--- src/rtl/ad7321_slave_emu.sv ---
// AD7321 SPI slave emulator: returns a sampled channel word to the master and
// latches control/range writes. Define AD7321_EMU_CODING_EN for straight-binary coding.
module ad7321_slave_emu #(
    parameter int U_DLY = 1
) (
    input  logic        clk,
    input  logic        syn_rst,
    input  logic        sclk,
    input  logic        csn,
    input  logic        mosi,
    output logic        miso,
    input  logic [12:0] chn0_dat,
    input  logic [12:0] chn1_dat,
    output logic        cfg_add0,
    output logic [1:0]  cfg_vin0_range,
    output logic [1:0]  cfg_vin1_range,
    output logic        cfg_coding,
    output logic        frame_vld,
    output logic [15:0] frame_dat,
    output logic        frame_err
);

    // state    | meaning
    // IDLE     | csn high, waiting for a csn falling edge
    // SHIFT    | frame in progress, shifting mosi in and tx_word out
    // WAIT_CSN | after reset, waiting for csn high before accepting a frame
    typedef enum logic [1:0] {
        IDLE     = 2'd0,
        SHIFT    = 2'd1,
        WAIT_CSN = 2'd2
    } state_t;

    // The delay parameter is kept for instantiation compatibility; the model carries no delays.
    logic unused_dly;
    assign unused_dly = (U_DLY != 0);

    state_t      state;
    state_t      state_nxt;

    logic [2:0]  sclk_sync;
    logic [2:0]  csn_sync;
    logic [1:0]  mosi_sync;

    logic        sclk_rise;
    logic        sclk_fall;
    logic        csn_rise;
    logic        csn_fall;
    logic        csn_s;
    logic        mosi_s;

    logic        start;
    logic        finish;

    logic [12:0] sample;
    logic [15:0] tx_word;
    logic [14:0] tx_rem;
    logic [15:0] rx_sh;
    logic [4:0]  bit_cnt;

    // Synchronisers track the pins through reset so csn is seen correctly on release.
    always_ff @(posedge clk) begin
        sclk_sync <= {sclk_sync[1:0], sclk};
        csn_sync  <= {csn_sync[1:0], csn};
        mosi_sync <= {mosi_sync[0], mosi};
    end

    assign csn_s     = csn_sync[1];
    assign mosi_s    = mosi_sync[1];
    assign sclk_rise = sclk_sync[1] & ~sclk_sync[2];
    assign sclk_fall = ~sclk_sync[1] & sclk_sync[2];
    assign csn_rise  = csn_sync[1] & ~csn_sync[2];
    assign csn_fall  = ~csn_sync[1] & csn_sync[2];

    always_ff @(posedge clk) begin
        if (syn_rst) begin
            state <= WAIT_CSN;
        end else begin
            state <= state_nxt;
        end
    end

    always_comb begin
        state_nxt = state;
        start     = 1'b0;
        finish    = 1'b0;
        case (state)
            IDLE: begin
                if (csn_fall) begin
                    state_nxt = SHIFT;
                    start     = 1'b1;
                end
            end
            SHIFT: begin
                if (csn_rise) begin
                    state_nxt = IDLE;
                    finish    = 1'b1;
                end
            end
            WAIT_CSN: begin
                if (csn_s) begin
                    state_nxt = IDLE;
                end
            end
            default: state_nxt = WAIT_CSN;
        endcase
    end

    always_comb begin
        sample = cfg_add0 ? chn1_dat : chn0_dat;
`ifdef AD7321_EMU_CODING_EN
        if (cfg_coding) begin
            sample[12] = ~sample[12];
        end
`endif
        tx_word = {1'b0, cfg_add0, sample, 1'b0};
    end

    always_ff @(posedge clk) begin
        if (syn_rst) begin
            miso           <= 1'b0;
            tx_rem         <= '0;
            rx_sh          <= '0;
            bit_cnt        <= '0;
            frame_vld      <= 1'b0;
            frame_err      <= 1'b0;
            frame_dat      <= '0;
            cfg_add0       <= 1'b0;
            cfg_coding     <= 1'b0;
            cfg_vin0_range <= '0;
            cfg_vin1_range <= '0;
        end else begin
            frame_vld <= 1'b0;
            frame_err <= 1'b0;
            if (start) begin
                // The sample is frozen here; channel changes during the frame are not seen.
                miso    <= tx_word[15];
                tx_rem  <= tx_word[14:0];
                rx_sh   <= '0;
                bit_cnt <= '0;
            end else if (state == SHIFT) begin
                if (finish) begin
                    miso <= 1'b0;
                    if (bit_cnt == 5'd16) begin
                        frame_vld <= 1'b1;
                        frame_dat <= rx_sh;
                        if (rx_sh[15]) begin
                            case (rx_sh[14:13])
                                2'b00: begin
                                    cfg_add0   <= rx_sh[12];
                                    cfg_coding <= rx_sh[7];
                                end
                                2'b01: begin
                                    cfg_vin0_range <= rx_sh[12:11];
                                    cfg_vin1_range <= rx_sh[8:7];
                                end
                                default: ;
                            endcase
                        end
                    end else begin
                        frame_err <= 1'b1;
                    end
                end else if (sclk_rise && bit_cnt != 5'd16) begin
                    rx_sh   <= {rx_sh[14:0], mosi_s};
                    bit_cnt <= bit_cnt + 5'd1;
                    if (bit_cnt == 5'd15) begin
                        miso <= 1'b0;
                    end
                end else if (sclk_fall) begin
                    miso   <= (bit_cnt == 5'd16) ? 1'b0 : tx_rem[14];
                    tx_rem <= {tx_rem[13:0], 1'b0};
                end
            end else begin
                miso <= 1'b0;
            end
        end
    end

endmodule

--- config.mk ---
export PLATFORM = sky130hd
export DESIGN_NAME = ad7321_slave_emu
export DESIGN_NICKNAME = d
export VERILOG_FILES = /design/src/rtl/ad7321_slave_emu.sv
export SDC_FILE = /design/constraint.sdc
export NUM_CORES = 1
export LEC_CHECK = 0
export CORE_ASPECT_RATIO = 1.75
export CORE_MARGIN = 4
export CORE_UTILIZATION = 45
export DETAILED_ROUTE_END_ITERATION = 12
export DONT_BUFFER_PORTS = 1
export SYNTH_ARGS = -nofsm -noshare
export SYNTH_HDL_FRONTEND = slang
export SYNTH_SLANG_ARGS = --single-unit
--- constraint.sdc ---
create_clock -name clk -period 1.7 [get_ports clk]
set_clock_uncertainty 0.05 [all_clocks]
set_input_delay 0.51 -clock clk [delete_from_list [all_inputs] [get_ports clk]]
set_output_delay 0.51 -clock clk [all_outputs]
set_load 0.1 [all_outputs]
==> results of run 1 <==
[kinds of logic (layout without fill, tap and decap cells)]
kind of cell | Yosys count | in the layout | synth area share (%)
adder cells (fa/ha/maj) | 3 | 3 | 1.341
AND/OR/NAND/NOR | 142 | 142 | 25.20
flip-flops | 70 | 70 | 50.04
XOR/XNOR | 1 | 1 | 0.3128
multiplexers | 6 | 6 | 2.145
buffers and inverters | 24 | 63 | 4.200
AO/OA/AOI/OAI | 68 | 68 | 16.76
[worst max path at each step]
stage                                       start                        endpoint  depth (start not counted)
after detailed placement                  syn_rst           rx_sh[6]$_SDFFE_PP0P_                          3
after global routing      bit_cnt[0]$_SDFFE_PP0P_  cfg_vin1_range[0]$_SDFFE_PP0P_                          8
after CTS                 bit_cnt[0]$_SDFFE_PP0P_           rx_sh[6]$_SDFFE_PP0P_                          8
final                         csn_sync[2]$_DFF_P_          tx_rem[2]$_SDFFE_PP0P_                          5
after floorplan           bit_cnt[0]$_SDFFE_PP0P_      frame_dat[10]$_SDFFE_PP0P_                          7
after global placement                    syn_rst           rx_sh[1]$_SDFFE_PP0P_                          3
[power by group]
group | leakage (nW) | internal [mW] | total [mW] | switching, mW
logic | 0.577 | 0.0533 | 0.107 | 0.0538
clock network | 0.104 | 0.786 | 1.36 | 0.577
registers | 0.570 | 1.67 | 1.68 | 0.0165
total | 1.25 | 2.51 | 3.15 | 0.647
[sequential cells by signal, summed over array words and instances (netlist names)]
| signal | cells |
|---|---|
| bit_cnt | 5 |
| cfg_add0 | 1 |
| cfg_vin1_range | 2 |
| sclk_sync | 3 |
| cfg_coding | 1 |
| cfg_vin0_range | 2 |
| rx_sh | 16 |
| tx_rem | 14 |
| state | 2 |
| miso | 1 |
| mosi_sync | 2 |
| csn_sync | 3 |
| frame_dat | 16 |
| frame_err | 1 |
| frame_vld | 1 |
[metrics by stage]
step / cell area [sq um] / hold WS [ps] / setup TNS [ps]
floorplan: 2804 / 259.6 / 0
global placement: 3177 / 260.4 / -500.2
detailed placement: 3177 / 264.4 / -1772
CTS: 3395 / 112.5 / 0
global route: 3431 / 105.6 / -27.69
finish: 3431 / 134.5 / 0
[critical path, stage by stage, from the launching register on]
cell       delay (ps)
dfxtp_1           330
buf_4             120
or4b_1            460
buf_4             200
a211oi_1          260
a2111oi_0         110
[area by class of cell]
cell class	instances	area, sq um	share of cell area, %
clock buffer	12	165.2	4.814
tap	78	97.59	2.845
inverter	4	15.01	0.4376
sequential	70	1413	41.17
clock inverter	3	42.54	1.240
timing repair buffer	44	396.6	11.56
multi-input combinational	220	1301	37.93
[timing repair]
action	4_1_cts	5_1_grt
buffers inserted	1	1
setup endpoints to repair	14	26
gates resized for setup	1	12
pin swaps	0	1
gates cloned	0	0
[per-layer routing]
layer  track usage, %  vias up  wire length [um]
met2            29.47       53              3234
met4            10.03        0               191
li1                 -     1162                 -
met3            6.607       14               406
met1            19.19     1070              2372
met5                0        -                 0
[cells in the mapped netlist (2+ instances only)]
library cell / count / area, sq um
dfxtp_1: 70 / 1401
nand2_1: 50 / 187.7
nor2_1: 38 / 142.6
a21oi_1: 24 / 120.1
nand3_1: 17 / 85.08
nor2b_1: 15 / 93.84
o21ai_0: 15 / 75.07
a2111oi_1: 10 / 100.1
clkbuf_1: 9 / 33.78
a211oi_1: 7 / 52.55
buf_2: 7 / 35.03
a211oi_2: 6 / 75.07
mux2i_1: 6 / 60.06
inv_1: 4 / 15.01
a2111oi_0: 3 / 26.28
buf_4: 3 / 22.52
ha_1: 3 / 37.54
nand2b_1: 3 / 18.77
a31oi_1: 2 / 12.51
and4bb_2: 2 / 25.02
nand4bb_1: 2 / 22.52
or3_1: 2 / 12.51
==> results.md, run 1 <==
* Post-Place Setup Slack at -166.2 ps
* Vias in the first global route at 2268
* P_leak at 1.251 nW
* Post-synthesis async set-or-reset flop share at 0%
* Max Fclk at 608.2 MHz
* CTS Buf Count at 9
* RSZ-0062 raised after global routing: yes
* Mapped Nets at 348
* Hold Crit Start: csn
* DRT iter0 DRCs at 83
* Placed cell count at between 400 and 500
* Most common library cell in the layout ignoring fill and taps: dfxtp_1
* Register area share after synthesis at 50.04%
* Layout cells sized above 1 at 22.95%
* Netlist cell types at 38
* Yosys reg bits at 70
* # hold bufs at CTS at 0
* Run status: finished clean
* Wire per inst at 14.40 um
* CTS Root Cell: clkbuf_8
* Max IR drop VDD at 666.1 uV
* Pwr per Cell Area at 918.9 nW/um^2
* Setup Viol. Count Final at 0
* Vias per cell at roughly 5.3
* Clock Sink Count at 70
* Worst R2R Path Depth at 5
* Worst-path clk slew at around 70 ps
* Syn Area/Cell at 8.918 sq um
* Post-Layout Cell Count at 431
* Total global-route track usage at 17.96%
* DRT Wirelength at approximately 6200 um
* Routability congestion estimate at 0.7359
* WP data required at 1870 ps
* Antenna violations before repair at 0
* Io pins at 56
* Inserted Diodes at 0
* Worst Tran Pin Value at 726.3 ps
* Die W at 67.63 um
* Core footprint at 5972 sq um
* Drt first pass iters at 4
* Total grt overflow at 0
* Final WS setup at approximately 56 ps
* Gate Count Post-Synth at 314
* WHS Endpoint: csn_sync[0]$_DFF_P_
* Via count at 2299
* Post-DRT Antenna Nets at 0
* Chip height at 112.4 um
* Post-Route Utilization at 57.45%
* Fin. max-slew vios at 0
* Mapped cell area at 2800 sq um
* Final Hold Fails at 0
* Min-Delay Path Depth at 0
* Layout fillers at 547
* CTS tree: built
* R2r endpoint: tx_rem[2]$_SDFFE_PP0P_
* R2R setup slack at 60 ps
* Nets at between 300 and 400
* Setup CP Type: reg2reg
* Rel. slew slack at 51.53%
* Crit start category: register
* Top_reg_cell synth: dfxtp_1
* Detail Placement HPWL at 4309 um
* DRC Markers at 0
* R2r startpoint: csn_sync[2]$_DFF_P_
* Tmin final at 1644 ps
* Hold Path Class: in2reg
* Global-route wire length before repair at 10320 um
* H-Tree Depth at 3
* Max Root-Sink Buffers at 2
* Max cap viols at 0
* Most frequent cells in the layout: 65 x dfxtp_1, 50 x nand2_1, 38 x buf_4
* Num rows at 37
* Post-synth EDFFs at 0
* WP data arrival at 1820 ps
* Crit Path Max Fanout at 10
* Largest net degree at the start of global routing at 42
* Total power at 3.153 mW
* Crit share post-route at 96.71%
* Area Growth Syn to Fin at 22.52%
* Clock latency on the worst-skew pair at 340 ps
* Die area at 7599 sq um
* Synth warn at 0
* IO buf count at 0
* Crit path capture type: register
* Initial Utilization at a little under half
(Power assumes the default switching activity.)
==> inputs of run 2 (changes only) <==
--- a/config.mk
+++ b/config.mk
@@ -5,11 +5,13 @@
 export SDC_FILE = /design/constraint.sdc
 export NUM_CORES = 1
 export LEC_CHECK = 0
+export ABC_AREA = 1
 export CORE_ASPECT_RATIO = 1.75
 export CORE_MARGIN = 4
 export CORE_UTILIZATION = 45
 export DETAILED_ROUTE_END_ITERATION = 12
 export DONT_BUFFER_PORTS = 1
+export SKIP_CTS_REPAIR_TIMING = 1
 export SYNTH_ARGS = -nofsm -noshare
 export SYNTH_HDL_FRONTEND = slang
 export SYNTH_SLANG_ARGS = --single-unit
==> run 2 against run 1 <==
Effect of this change: combinational power rose by 30%; critical path depth fell by 4; maximum frequency is 2.8% higher; global-route usage is 2.1 points lower; via count rose by 9.4%; area after synthesis grew 7.6%; largest cell class unchanged; largest power group is now the clock network; design area grew 4.3%; first-iteration DRC count up 7.2%.
==> results.md, run 2 <==
* Run status: finished clean
* Max Fclk at 625.2 MHz (+2.8%)
* Tmin final at 1600 ps (-44.59 ps)
* Yosys reg bits at 70 (unchanged)
* WP data arrival at 1040 ps (-780 ps)
* Rel. slew slack at 53.66% (+2.1 points)
* Register area share after synthesis at 46.49% (-3.6 points)
* Post-Synth Adder-Cell Area at 1.245% (-0.095 points)
* Crit start category: register
* Mux cell area share after synthesis at 0% (-2.1 points)
* Clock latency on the worst-skew pair at 330 ps (about the same)
* Total global-route track usage at 15.87% (-2.1 points)
* Max cap viols at 0 (unchanged)
* Core footprint at 6539 sq um (+9.5%)
* Total grt overflow at 0 (unchanged)
* Drt first pass iters at 4 (unchanged)
* GR Util met1 at 17.12% (-2.1 points)
* CTS Buf Count at 9 (unchanged)
* Top cell type's share of synthesized area at 46.49% (-3.6 points)
* Io pins at 56 (unchanged)
* Crit path max-delay family: flip-flops
* Setup CP Type: reg2out
* Area Growth Syn to Fin at 18.68%
* Top Registers: frame_dat: 16 flops, rx_sh: 16 flops, tx_rem: 14 flops
* Inserted Diodes at 0 (unchanged)
* WP data required at 1140 ps (-730 ps)
* CP max-delay cell: dfxtp_2
* Netlist cell types at 26 (-32%)
* Wire per inst at 11.06 um (-23%)
* DRT Wirelength at 5919 um (-4.6%)
* Post-DRT Antenna Nets at 0 (unchanged)
* P_leak at 1.624 nW (+30%)
* Layout cells sized above 1 at 16.78% (-6.2 points)
* Initial Utilization at 46.10% (-0.79 points)
* Antenna violations before repair at 0 (unchanged)
* Die area at 8123 sq um (+6.9%)
* Post-synth top cells: 99 x nor2_1, 78 x nand2_1, 70 x dfxtp_1
* Crit Path Max Fanout at 9 (-1)
* Hold Slack at 158.7 ps (+24.26 ps)
* Post-synth EDFFs at 0 (unchanged)
* Pwr per Cell Area at 998.5 nW/um^2 (+8.7%)
* Max IR drop VDD at 652.8 uV (-2.0%)
* IO buf count at 0 (unchanged)
* Post-synthesis async set-or-reset flop share at 0% (unchanged)
* Top_reg_cell synth: dfxtp_1
* Routability congestion estimate at 0.7777 (+5.7%)
* Worst-path clk slew at 50 ps (-20 ps)
* Most frequent cells in the layout: 99 x nor2_1, 78 x nand2_1, 68 x dfxtp_1
* Mapped Nets at 452 (+30%)
* Global-route wire length before repair at 10280 um (-0.33%)
* Post-synthesis simple-gate area fraction at 29.72% (+4.5 points)
* Area leader, netlist: dfxtp_1
* Met3 Usage GRT at 4.134% (-2.5 points)
* Fin. max-slew vios at 0 (unchanged)
* Synth warn at 0 (unchanged)
* TNS Setup at 0 ps (unchanged)
* Crit path capture type: output port
* Num rows at 39 (+5.4%)
* Critical path cell sequence: buf_4
* Nets at 482 (+26%)
* Crit-path max cell delay at 400 ps (-60 ps)
* Most common library cell in the layout ignoring fill and taps: nor2_1
* Hold Path Class: in2reg
* Grt met2 use at 28.30% (-1.2 points)
* Most Used Layer, Global Route: met2
* Count leader, synth: nor2_1
* Largest net degree at the start of global routing at 29 (-31%)
* Compound-Gate Fraction of Synth Area at 12.49% (-4.3 points)
* Max Root-Sink Buffers at 2 (unchanged)
* CTS tree: built
* Combinational family with the most area after synthesis: simple AND/OR/NAND/NOR gates
* Final Hold Fails at 0 (unchanged)
* Clock Sink Count at 70 (unchanged)
* Mapped cell area at 3014 sq um (+7.6%)
* Synth top area cells: dfxtp_1 46%, nor2_1 12%, nand2_1 9.7%
* Die W at 69.87 um (+3.3%)
* Syn Area/Cell at 7.211 sq um (-19%)
* DRC Markers at 0 (unchanged)
* Layout fillers at 659 (+20%)
* Chip height at 116.3 um (+3.5%)
* Setup Viol. Count Final at 0 (unchanged)
* CTS Root Cell: clkbuf_16
* XOR/XNOR share of the synthesized area at 0.5812% (+0.27 points)
* WP buf/inv at 1 (-1)
* Via count at 2514 (+9.4%)
* Vias per cell at 4.699 (-12%)
* H-Tree Depth at 3 (unchanged)
* DRT iter0 DRCs at 89 (+7.2%)
* Crit share post-route at 94.09% (-2.6 points)
* Vias in the first global route at 2347 (+3.5%)
* Detail Placement HPWL at 4250 um (-1.4%)
* Gate Count Post-Synth at 418 (+33%)
* RSZ-0062 raised after global routing: no
* Worst Tran Pin Value at 690.8 ps (-35.56 ps)
-- run 2: cell count changes in the layout (fill, tap and decap cells not counted), moves of 14 or more --
cell	before	now
nor2_1	37	99
nand2_1	50	78
o21ai_0	14	57
inv_1	4	38
a21oi_1	24	10
nor2b_1	15	0
-- run 2: final timing paths --
| kind | startpoint | endpoint | slack (ps) | cells after the start |
|---|---|---|---|---|
| min reg2reg | sclk_sync[0]$_DFF_P_ | sclk_sync[1]$_DFF_P_ | 270 | 0 |
| max reg2reg | bit_cnt[1]$_SDFFE_PP0P_ | rx_sh[5]$_SDFFE_PP0P_ | 150 | 9 |
| min | csn | csn_sync[0]$_DFF_P_ | 160 | 0 |
| max | cfg_add0$_SDFFE_PP0P_ | cfg_add0 | 100 | 1 |
-- run 2: through the flow --
stage,area (sq um),worst slack [ps],utilization (%),power (mW),cells
2_1_floorplan,3015,25.87,-,1.838,418
3_3_place_gp,3257,111.2,49.81,1.857,515
3_5_place_dp,3257,88.50,49.81,1.859,515
4_1_cts,3546,80.08,54.23,3.619,531
5_1_grt,3577,1.223,54.71,3.717,535
6_report,3577,100.5,54.71,3.572,535
-- run 2: cells by family after synthesis --
logic type | count (synthesis)
xor gates and xnor gates | 2
adders and majority gates | 3
buffers and inverters | 61
DFF | 70
and+or+nand+nor | 209
AOI/OAI and AO/OA | 73
-- run 2: layout make-up --
cell class	count	area [sq um]	share of cell area, %
Timing Repair Buffer	37	290.3	8.115
Tap cell	82	102.6	2.868
Inverter	43	163.9	4.582
Multi-Input combinational cell	287	1328	37.11
Sequential cell	70	1404	39.24
Clock buffer	14	274.0	7.660
Clock inverter	2	15.01	0.4197
-- run 2: layer usage --
metal	wire length [um]	up-vias
li1	-	1352
met1	2553	1090
met2	2924	61
met3	298	11
met4	142	0
met5	0	-
-- run 2: power by group --
part           internal (mW)  total (mW)  switching (mW)
registers               1.67        1.68          0.0134
clock network           1.11        1.75           0.642
logic                 0.0482       0.139          0.0908
total                   2.83        3.57           0.746
